### config.mk
export PLATFORM = sky130hd
export DESIGN_NAME = condiciona_botoes_flat
export DESIGN_NICKNAME = d
export VERILOG_FILES = /design/src/rtl/condiciona_botoes_if.sv /design/src/rtl/condiciona_botoes.sv /design/src/flat_wrapper.sv
export SDC_FILE = /design/constraint.sdc
export NUM_CORES = 1
export LEC_CHECK = 0
export ABC_CLOCK_PERIOD_IN_PS = 1400
export BUFFER_PORTS_ARGS = -buffer_cell sky130_fd_sc_hd__clkbuf_2
export CAP_MARGIN = 10
export CORE_AREA = 2 2 52 54
export CTS_BUF_LIST = sky130_fd_sc_hd__clkbuf_2
export DETAILED_ROUTE_END_ITERATION = 8
export DIE_AREA = 0 0 54 56
export MAX_ROUTING_LAYER = met4
export PLACE_DENSITY = 0.67
export SLEW_MARGIN = 0
export SYNTH_ARGS = -nofsm -noshare
export SYNTH_HDL_FRONTEND = slang
export SYNTH_SLANG_ARGS = --single-unit
### constraint.sdc
create_clock -name clk_2 -period 1.4 [get_ports clk_2]
set_input_delay 0.28 -clock clk_2 [delete_from_list [all_inputs] [get_ports clk_2]]
set_output_delay 0.28 -clock clk_2 [all_outputs]
set_load 0.01 [all_outputs]
### src/rtl/condiciona_botoes_if.sv
// Button-conditioner bus: raw switch inputs toward the block, step pulses and
// lockout status back toward the temperature controller.
interface condiciona_botoes_if;
   logic       btn_up;
   logic       btn_down;
   logic       aumentar;
   logic       diminuir;
   logic       bloqueado;
   logic [1:0] estado;

   modport master (
      output btn_up,
      output btn_down,
      input  aumentar,
      input  diminuir,
      input  bloqueado,
      input  estado
   );

   modport slave (
      input  btn_up,
      input  btn_down,
      output aumentar,
      output diminuir,
      output bloqueado,
      output estado
   );
endinterface

### src/rtl/condiciona_botoes.sv
// Conditions two raw temperature buttons into step pulses: synchronize, debounce,
// then an FSM issues an initial pulse, a hold delay and auto-repeat, with lockout.
module condiciona_botoes #(
   parameter int NUM_DEBOUNCE   = 3,
   parameter int NUM_HOLD_DELAY = 6,
   parameter int NUM_REPEAT     = 2
) (
   input  logic                clk_2,
   input  logic                reset,
   condiciona_botoes_if.slave  bus
);

   typedef enum logic [1:0] {
      OCIOSO   = 2'd0,
      ESPERA   = 2'd1,
      REPETE   = 2'd2,
      BLOQUEIO = 2'd3
   } state_t;

   localparam logic [2:0] DB_LAST   = 3'(NUM_DEBOUNCE - 1);
   localparam logic [3:0] HOLD_LAST = 4'(NUM_HOLD_DELAY - 1);
   localparam logic [3:0] REP_LAST  = 4'(NUM_REPEAT - 1);

   // Channel 0 is "up", channel 1 is "down" throughout.
   logic [1:0] raw;
   logic [1:0] sync_p0;
   logic [1:0] sync_p1;
   logic [1:0] db;
   logic [2:0] db_cnt [2];

   state_t     state;
   logic [3:0] hold;
   logic       dir_up;
   logic       up_pulse;
   logic       down_pulse;
   logic       lock;

   logic       active;
   logic       other;
   logic [3:0] hold_last;

   assign raw = {bus.btn_down, bus.btn_up};

   // Stage p0/p1: two-flop synchronizer per channel.
   always_ff @(posedge clk_2) begin
      if (reset) begin
         sync_p0 <= '0;
         sync_p1 <= '0;
      end else begin
         sync_p0 <= raw;
         sync_p1 <= sync_p0;
      end
   end

   // Debounce: the level flips only after NUM_DEBOUNCE consecutive differing samples.
   always_ff @(posedge clk_2) begin
      if (reset) begin
         db        <= '0;
         db_cnt[0] <= '0;
         db_cnt[1] <= '0;
      end else begin
         for (int i = 0; i < 2; i++) begin
            if (sync_p1[i] == db[i]) begin
               db_cnt[i] <= '0;
            end else if (db_cnt[i] == DB_LAST) begin
               db[i]     <= ~db[i];
               db_cnt[i] <= '0;
            end else begin
               db_cnt[i] <= db_cnt[i] + 3'd1;
            end
         end
      end
   end

   assign active    = dir_up ? db[0] : db[1];
   assign other     = dir_up ? db[1] : db[0];
   assign hold_last = (state == ESPERA) ? HOLD_LAST : REP_LAST;

   // Press/hold/repeat FSM; all outputs registered alongside the state.
   always_ff @(posedge clk_2) begin
      if (reset) begin
         state      <= OCIOSO;
         hold       <= '0;
         dir_up     <= 1'b0;
         up_pulse   <= 1'b0;
         down_pulse <= 1'b0;
         lock       <= 1'b0;
      end else begin
         up_pulse   <= 1'b0;
         down_pulse <= 1'b0;
         case (state)
            OCIOSO: begin
               hold <= '0;
               if (db[0] && db[1]) begin
                  state <= BLOQUEIO;
                  lock  <= 1'b1;
               end else if (db[0]) begin
                  state    <= ESPERA;
                  dir_up   <= 1'b1;
                  up_pulse <= 1'b1;
               end else if (db[1]) begin
                  state      <= ESPERA;
                  dir_up     <= 1'b0;
                  down_pulse <= 1'b1;
               end
            end
            ESPERA, REPETE: begin
               // The opposite button wins over everything, then release, then timing.
               if (other) begin
                  state <= BLOQUEIO;
                  lock  <= 1'b1;
                  hold  <= '0;
               end else if (!active) begin
                  state <= OCIOSO;
                  hold  <= '0;
               end else if (hold == hold_last) begin
                  state      <= REPETE;
                  hold       <= '0;
                  up_pulse   <= dir_up;
                  down_pulse <= ~dir_up;
               end else begin
                  hold <= hold + 4'd1;
               end
            end
            BLOQUEIO: begin
               hold <= '0;
               if (!db[0] && !db[1]) begin
                  state <= OCIOSO;
                  lock  <= 1'b0;
               end
            end
            default: begin
               state <= OCIOSO;
               hold  <= '0;
               lock  <= 1'b0;
            end
         endcase
      end
   end

   assign bus.aumentar  = up_pulse;
   assign bus.diminuir  = down_pulse;
   assign bus.bloqueado = lock;
   assign bus.estado    = state;

endmodule

### src/flat_wrapper.sv
// flat-port wrapper written by rule: the top's interface ports become plain ports
module condiciona_botoes_flat 
#(
   parameter int NUM_DEBOUNCE   = 3,
   parameter int NUM_HOLD_DELAY = 6,
   parameter int NUM_REPEAT     = 2
)
  (clk_2, reset, bus_btn_up, bus_btn_down, bus_aumentar, bus_diminuir, bus_bloqueado, bus_estado);
  condiciona_botoes_if bus_i ();
  input  logic clk_2;
  input  logic reset;
  input wire logic [$bits(bus_i.btn_up)-1:0] bus_btn_up;
  input wire logic [$bits(bus_i.btn_down)-1:0] bus_btn_down;
  output wire logic [$bits(bus_i.aumentar)-1:0] bus_aumentar;
  output wire logic [$bits(bus_i.diminuir)-1:0] bus_diminuir;
  output wire logic [$bits(bus_i.bloqueado)-1:0] bus_bloqueado;
  output wire logic [$bits(bus_i.estado)-1:0] bus_estado;
  assign bus_i.btn_up = bus_btn_up;
  assign bus_i.btn_down = bus_btn_down;
  assign bus_aumentar = bus_i.aumentar;
  assign bus_diminuir = bus_i.diminuir;
  assign bus_bloqueado = bus_i.bloqueado;
  assign bus_estado = bus_i.estado;
  condiciona_botoes #(.NUM_DEBOUNCE(NUM_DEBOUNCE), .NUM_HOLD_DELAY(NUM_HOLD_DELAY), .NUM_REPEAT(NUM_REPEAT)) u_core (.clk_2(clk_2), .reset(reset), .bus(bus_i));
endmodule
==> impl_metrics.toml, run 1 <==
[status]
status = "completed"

[worst_hold_path]
hp-class = "in -> reg"
hold-path-cell-count = 2
holdCritStartpoint = "bus_btn_down"

[finish]
syn_to_final_growth_pct = 32.87
drive_gt1_share_pct = 40.27
multiInputGateArea_um2 = 784.5
design_area_um2 = 1558
fin_cells = 179
nFillCells = 219
final_nets = 169
n_antenna_cell = 0
register_area_um2 = 513.0

[timing]
rsz0062_at_grt = "yes"
finalSetupViolCount = 0
fmax_mhz = 728.6
clock_skew_ns = 0.004126
finalHoldViolCount = 0
min_period_ns = 1.372
fin_crit_sh_pct = 98.03
tns_ns = 0
report.final.slew_viol_count = 0

[logic_synthesis]
syn-cell-area_um2 = 1172
synth_xor_area_share_pct = 3.735
synthSimpleGateAreaFrac_pct = 21.88
synthTopCellsByArea = "dfxtp_1 (27%), ha_1 (16%), edfxtp_1 (15%), nor2b_1 (4.8%), nor2_1 (3.8%)"
synth_commonest_cells = "dfxtp_1 (16), ha_1 (15), nor2_1 (12), nor2b_1 (9), inv_1 (8)"
synth_enable_flop_cells = 6
synth_most_common_cell = "dfxtp_1"
synth_top_area_share_pct = 27.32
synthAdderAreaFrac_pct = 16.01
seq_area_frac_synth_pct = 42.69
ys.flop_type = "dfxtp_1"
synthDistinctLibCells = 30
syn_area_per_cell_um2 = 10.02
synth_mux_area_share_pct = 3.415
yosysTopAreaCell = "dfxtp_1"
yosys_warnings = 0
synthCells = 117
ys_ff_latch = 22
synth_top_family_by_area = "simple AND/OR/NAND/NOR gates"
synth_compound_area_share_pct = 8.751
synthArstFlopShare_pct = 0

[drt]
avgRoutedWirePerCell_um = 12.23
first_pass_iters = 6
drc = 0
vias = 880
antenna_left = 0
drt-total-wl_um = 2190
drt_iter0_markers = 7
viasPerCell = 4.916

[worst_setup_path]
r2r_start = "u_core.bus.estado[0]$_SDFFE_PP0P_"
critPathKind = "reg -> reg"
startpoint = "u_core.bus.estado[0]$_SDFFE_PP0P_"
slowest_delay_ns = 0.41
endpoint_kind = "flop"
reg2reg_depth = 6
cp.arrival_ns = 1.64
required_ns = 1.67
crit_slowest_cell = "dfxtp_4"
path_cells = "inv_2, ha_4, nor2b_4, o21ai_2, a311o_1, o31ai_2"
worst-path-max-fanout = 3
cp-start-kind = "flop"

[clocking]
h-tree-depth = 1
numCtsBuffers = 3
path_clk_slew_ns = 0.21
clk_latency_ns = 0.33
cts-root-buf = "clkbuf_2"
cts_tree = "yes"
cts.sinks = 22
hold_buffers = 0
clock_path_buffers = 2

[grt]
grt_max_degree = 13
grt_overflow_total = 0
grt_pass1_wl_um = 3801
antenna_found_initial = 0
grt.total_usage_pct = 17.50
grt_pass1_vias = 899

[placement]
placed_cell_area_um2 = 1355
routabilityCongestion = 0.8030
dp_hpwl_um = 1538
port_buffers = 8
dp_cells = 167

[floorplanning]
die_x_um = 54
dieArea_um2 = 3024
rows = 18
core_area_um2 = 2432
initial_core_util_pct = 48.20
io_pins = 9
die-height_um = 56

[pwr]
peakVddDrop_mv = 0.6606
power_density_nw_per_um2 = 913.8
power_leakage_nw = 0.6490
power_w = 0.001423

[flow_run]
cap_viol_max_count = 0
report_power, final:
part	total, W	internal (W)	switching (W)
registers	0.000715	0.000689	0.0000257
clock network	0.000260	0.0000621	0.000198
logic	0.000449	0.000240	0.000209
total	0.00142	0.000992	0.000432
path summary, 6_finish.rpt:
check	end	slack, ns
max	u_core.bus.estado[1]$_SDFFE_PP0P_	0.03
min	u_core.sync_p0[1]$_SDFF_PP0_	0.13
max reg2reg	u_core.bus.estado[1]$_SDFFE_PP0P_	0.03
min reg2reg	u_core.sync_p1[1]$_SDFF_PP0_	0.46
kinds of logic (layout without fill, tap and decap cells):
group	after synthesis	in the layout
adder cells (fa/ha/maj)	15	15
other	1	6
buffers and inverters	10	37
flip-flops	22	22
multiplexers	4	4
AND/OR/NAND/NOR	47	47
AO/OA/AOI/OAI	13	13
XOR/XNOR	5	5
cell type report:
class	instances	area share, %
Clock inverter	1	0.2410
Multi-Input combinational cell	90	50.36
Timing Repair Buffer	25	11.00
Inverter	8	2.088
Tap cell	30	2.410
Clock buffer	3	0.9639
Sequential cell	22	32.93
state kept, by name (all words and copies together) (netlist names):
name,cells
u_core.sync_p1,2
u_core.sync_p0,2
u_core.bus.bloqueado,1
u_core.bus.estado,2
u_core.bus.aumentar,1
u_core.db,2
u_core.hold,4
u_core.bus.diminuir,1
u_core.db_cnt,6
u_core.dir_up,1
routing by layer:
| metal | vias to the layer above | track usage [%] | routed length [um] |
|---|---|---|---|
| met1 | 414 | 19.77 | 956 |
| met5 | - | - | 0 |
| met3 | 5 | 3.226 | 45 |
| met2 | 9 | 29.27 | 1145 |
| li1 | 452 | - | - |
| met4 | 0 | 7.500 | 43 |
stage by stage:
step | hold WS (ns) | setup WS [ns] | util, %
CTS | 0.1369 | -0.001083 | 61.32
detailed placement | 0.4378 | -0.04705 | 55.71
finish | 0.1346 | 0.02757 | 64.04
floorplan | 0.4082 | 0.02719 | -
global placement | 0.4208 | -0.003721 | 55.71
global route | 0.1037 | -0.04462 | 64.04
cells in the final DEF, fill, tap and decap left out, drive strengths merged, types with 6 or more instances in the layout:
cell | netlist | routed
buf | 1 | 17
clkbuf | 1 | 11
conb | 1 | 6
dfxtp | 16 | 16
edfxtp | 6 | 6
ha | 15 | 15
inv | 8 | 8
nand2 | 7 | 7
nor2 | 16 | 16
nor2b | 9 | 9
critical path: cells and delay by family (launching register included):
| kind | cells | cell delay, ns |
|---|---|---|
| fa+ha+maj | 1 | 0.27 |
| flops | 1 | 0.41 |
| buf+inv | 1 | 0.04 |
| compound gates | 3 | 0.44 |
| simple gates | 1 | 0.15 |
what timing repair did:
item,in CTS,in global routing
pin swaps,8,12
buffers inserted,5,3
setup endpoints to repair,7,11
endpoints found under the hold margin,0,0
resized for setup,18,11
Note: power is estimated with default switching activity, not from simulation.
==> inputs of run 2 (changes only) <==
--- a/config.mk
+++ b/config.mk
@@ -5,6 +5,7 @@
 export SDC_FILE = /design/constraint.sdc
 export NUM_CORES = 1
 export LEC_CHECK = 0
+export ABC_AREA = 1
 export ABC_CLOCK_PERIOD_IN_PS = 1400
 export BUFFER_PORTS_ARGS = -buffer_cell sky130_fd_sc_hd__clkbuf_2
 export CAP_MARGIN = 10
@@ -13,7 +14,7 @@
 export DETAILED_ROUTE_END_ITERATION = 8
 export DIE_AREA = 0 0 54 56
 export MAX_ROUTING_LAYER = met4
-export PLACE_DENSITY = 0.67
+export PLACE_DENSITY = 0.65
 export SLEW_MARGIN = 0
 export SYNTH_ARGS = -nofsm -noshare
 export SYNTH_HDL_FRONTEND = slang
==> impl_metrics.toml, run 2 <==
[drt]
first_pass_iters = 4
drt_iter0_markers = 14
drt-total-wl_um = 1618
avgRoutedWirePerCell_um = 8.746
drc = 0
antenna_left = 0
vias = 823
viasPerCell = 4.449

[placement]
routabilityCongestion = 0.7347
port_buffers = 8
placed_cell_area_um2 = 1256
dp_hpwl_um = 1283

[finish]
regMostFlops = "u_core.db_cnt"
drive_gt1_share_pct = 18.06
n_antenna_cell = 0
most-common-layout-cells = "inv_1 (23), nor2_1 (22), nand2_1 (14), dfxtp_1 (14), ha_1 (13)"
syn_to_final_growth_pct = 15.28
design_area_um2 = 1303
largestRegisters = "u_core.db_cnt x6, u_core.hold x4"
final_common_cell = "inv_1"
final_nets = 175
largest_reg_flops = 6

[grt]
grt_pass1_vias = 726
grtUsageMet3_pct = 3.226
grt_util_met1_pct = 18.80
use_met2_pct = 18.29
busiest_layer = "met1"
grt_max_degree = 13
antenna_found_initial = 0
grt_overflow_total = 0
grt.total_usage_pct = 13.53
grt_pass1_wl_um = 2911

[timing]
fin_hold_ws_ns = 0.1144
report.final.slew_viol_count = 0
clock_skew_ns = 0.004069
min_period_ns = 1.271
finalSetupViolCount = 0
finalHoldViolCount = 0
fmax_mhz = 787.0
fin_crit_sh_pct = 90.76

[status]
status = "completed"

[pwr]
power_density_nw_per_um2 = 1299
peakVddDrop_mv = 0.9509
power_leakage_nw = 0.6098

[clocking]
hold_buffers = 0
path_clk_slew_ns = 0.19
cts.sinks = 22
numCtsBuffers = 3
cts_tree = "yes"
clock_path_buffers = 2
cts-root-buf = "clkbuf_2"
clk_latency_ns = 0.32
h-tree-depth = 1

[logic_synthesis]
synthDistinctLibCells = 17
synth_top_area_share_pct = 28.35
ys_ff_latch = 22
synthCells = 134
ys.flop_type = "dfxtp_1"
yosys_warnings = 0
yosysTopAreaCell = "dfxtp_1"
synthArstFlopShare_pct = 0
synthTopCellsByArea = "dfxtp_1 (28%), ha_1 (17%), edfxtp_1 (16%), inv_1 (7.6%), nor2_1 (7.6%)"
syn_area_per_cell_um2 = 8.432
synth_commonest_cells = "inv_1 (23), nor2_1 (23), dfxtp_1 (16), ha_1 (15), nand2_1 (14)"
seq_area_frac_synth_pct = 44.30
syn-cell-area_um2 = 1130
synth_enable_flop_cells = 6

[worst_setup_path]
required_ns = 1.65
endpoint_kind = "flop"
worst-path-max-fanout = 4
critPathKind = "reg -> reg"
cp-start-kind = "flop"
reg2reg_depth = 8
cp.arrival_ns = 1.52

[worst_hold_path]
hold-path-cell-count = 3
hp-class = "in -> reg"

[flow_run]
cap_viol_max_count = 0

[floorplanning]
initial_core_util_pct = 46.45
io_pins = 9
die-height_um = 56
core_area_um2 = 2432
rows = 18
die_x_um = 54
dieArea_um2 = 3024
-- run 2: cell type report --
cell class | instances | area [um2]
Sequential cell | 22 | 503.0
Inverter | 24 | 90.09
Clock buffer | 3 | 15.01
Tap cell | 30 | 37.54
Multi-Input combinational cell | 93 | 583.1
Clock inverter | 1 | 3.754
Timing Repair Buffer | 12 | 70.07
Fill cell | 227 | 1130
-- run 2: logic make-up (layout without fill, tap and decap cells) --
kind of cell,Yosys count,count (layout),share of synthesized area (%)
flops,22,22,44.30
fa+ha+maj,15,15,16.61
xor+xnor,6,6,4.652
buf+inv,24,40,7.973
simple gates,52,52,19.93
other cells,1,6,0.3319
compound gates,14,14,6.201
-- run 2: final timing paths --
path | startpoint | to | slack, ns
worst max-delay path | u_core.db[1]$_SDFFE_PP0P_ | u_core.bus.estado[1]$_SDFFE_PP0P_ | 0.13
worst min-delay path | bus_btn_up | u_core.sync_p0[0]$_SDFF_PP0_ | 0.11
worst max register to register | u_core.db[1]$_SDFFE_PP0P_ | u_core.bus.estado[1]$_SDFFE_PP0P_ | 0.13
worst min register to register | u_core.sync_p0[1]$_SDFF_PP0_ | u_core.sync_p1[1]$_SDFF_PP0_ | 0.42
-- run 2: stage by stage --
stage	utilization [%]	cells	setup slack [ns]	TNS (ns)	total power, W
2_1_floorplan	-	139	0.03565	0	0.001213
3_3_place_gp	51.65	181	0.06702	0	0.001375
3_5_place_dp	51.65	181	0.04757	0	0.001385
4_1_cts	52.42	185	0.02102	0	0.001634
5_1_grt	53.55	185	-0.005535	-0.005535	0.001838
6_report	53.55	185	0.1294	0	0.001692
-- run 2: what timing repair did --
action | in CTS | in global routing
setup endpoints to repair | 0 | 6
setup buffers | 0 | 0
resized for setup | 0 | 7
-- run 2: critical path, cell delays in order, from the launching register on --
cell and delay, ns:
dfxtp_1 0.39, buf_4 0.16, ha_1 0.18, nor2_2 0.14, inv_1 0.08, nand2_1 0.07
nand3_1 0.07, nand2_1 0.06, nor2_1 0.04
-- run 2: per-layer routing --
metal  part of all wire (%)  vias up
li1                       -      449
met1                     52      359
met2                     43       10
met3                    3.2        5
met4                    1.9        0
met5                      0        -
-- run 2: power by group --
part / total, W / switching [W] / internal [W]
logic: 0.000676 / 0.000378 / 0.000298
registers: 0.000771 / 0.0000410 / 0.000730
clock network: 0.000246 / 0.000183 / 0.0000621
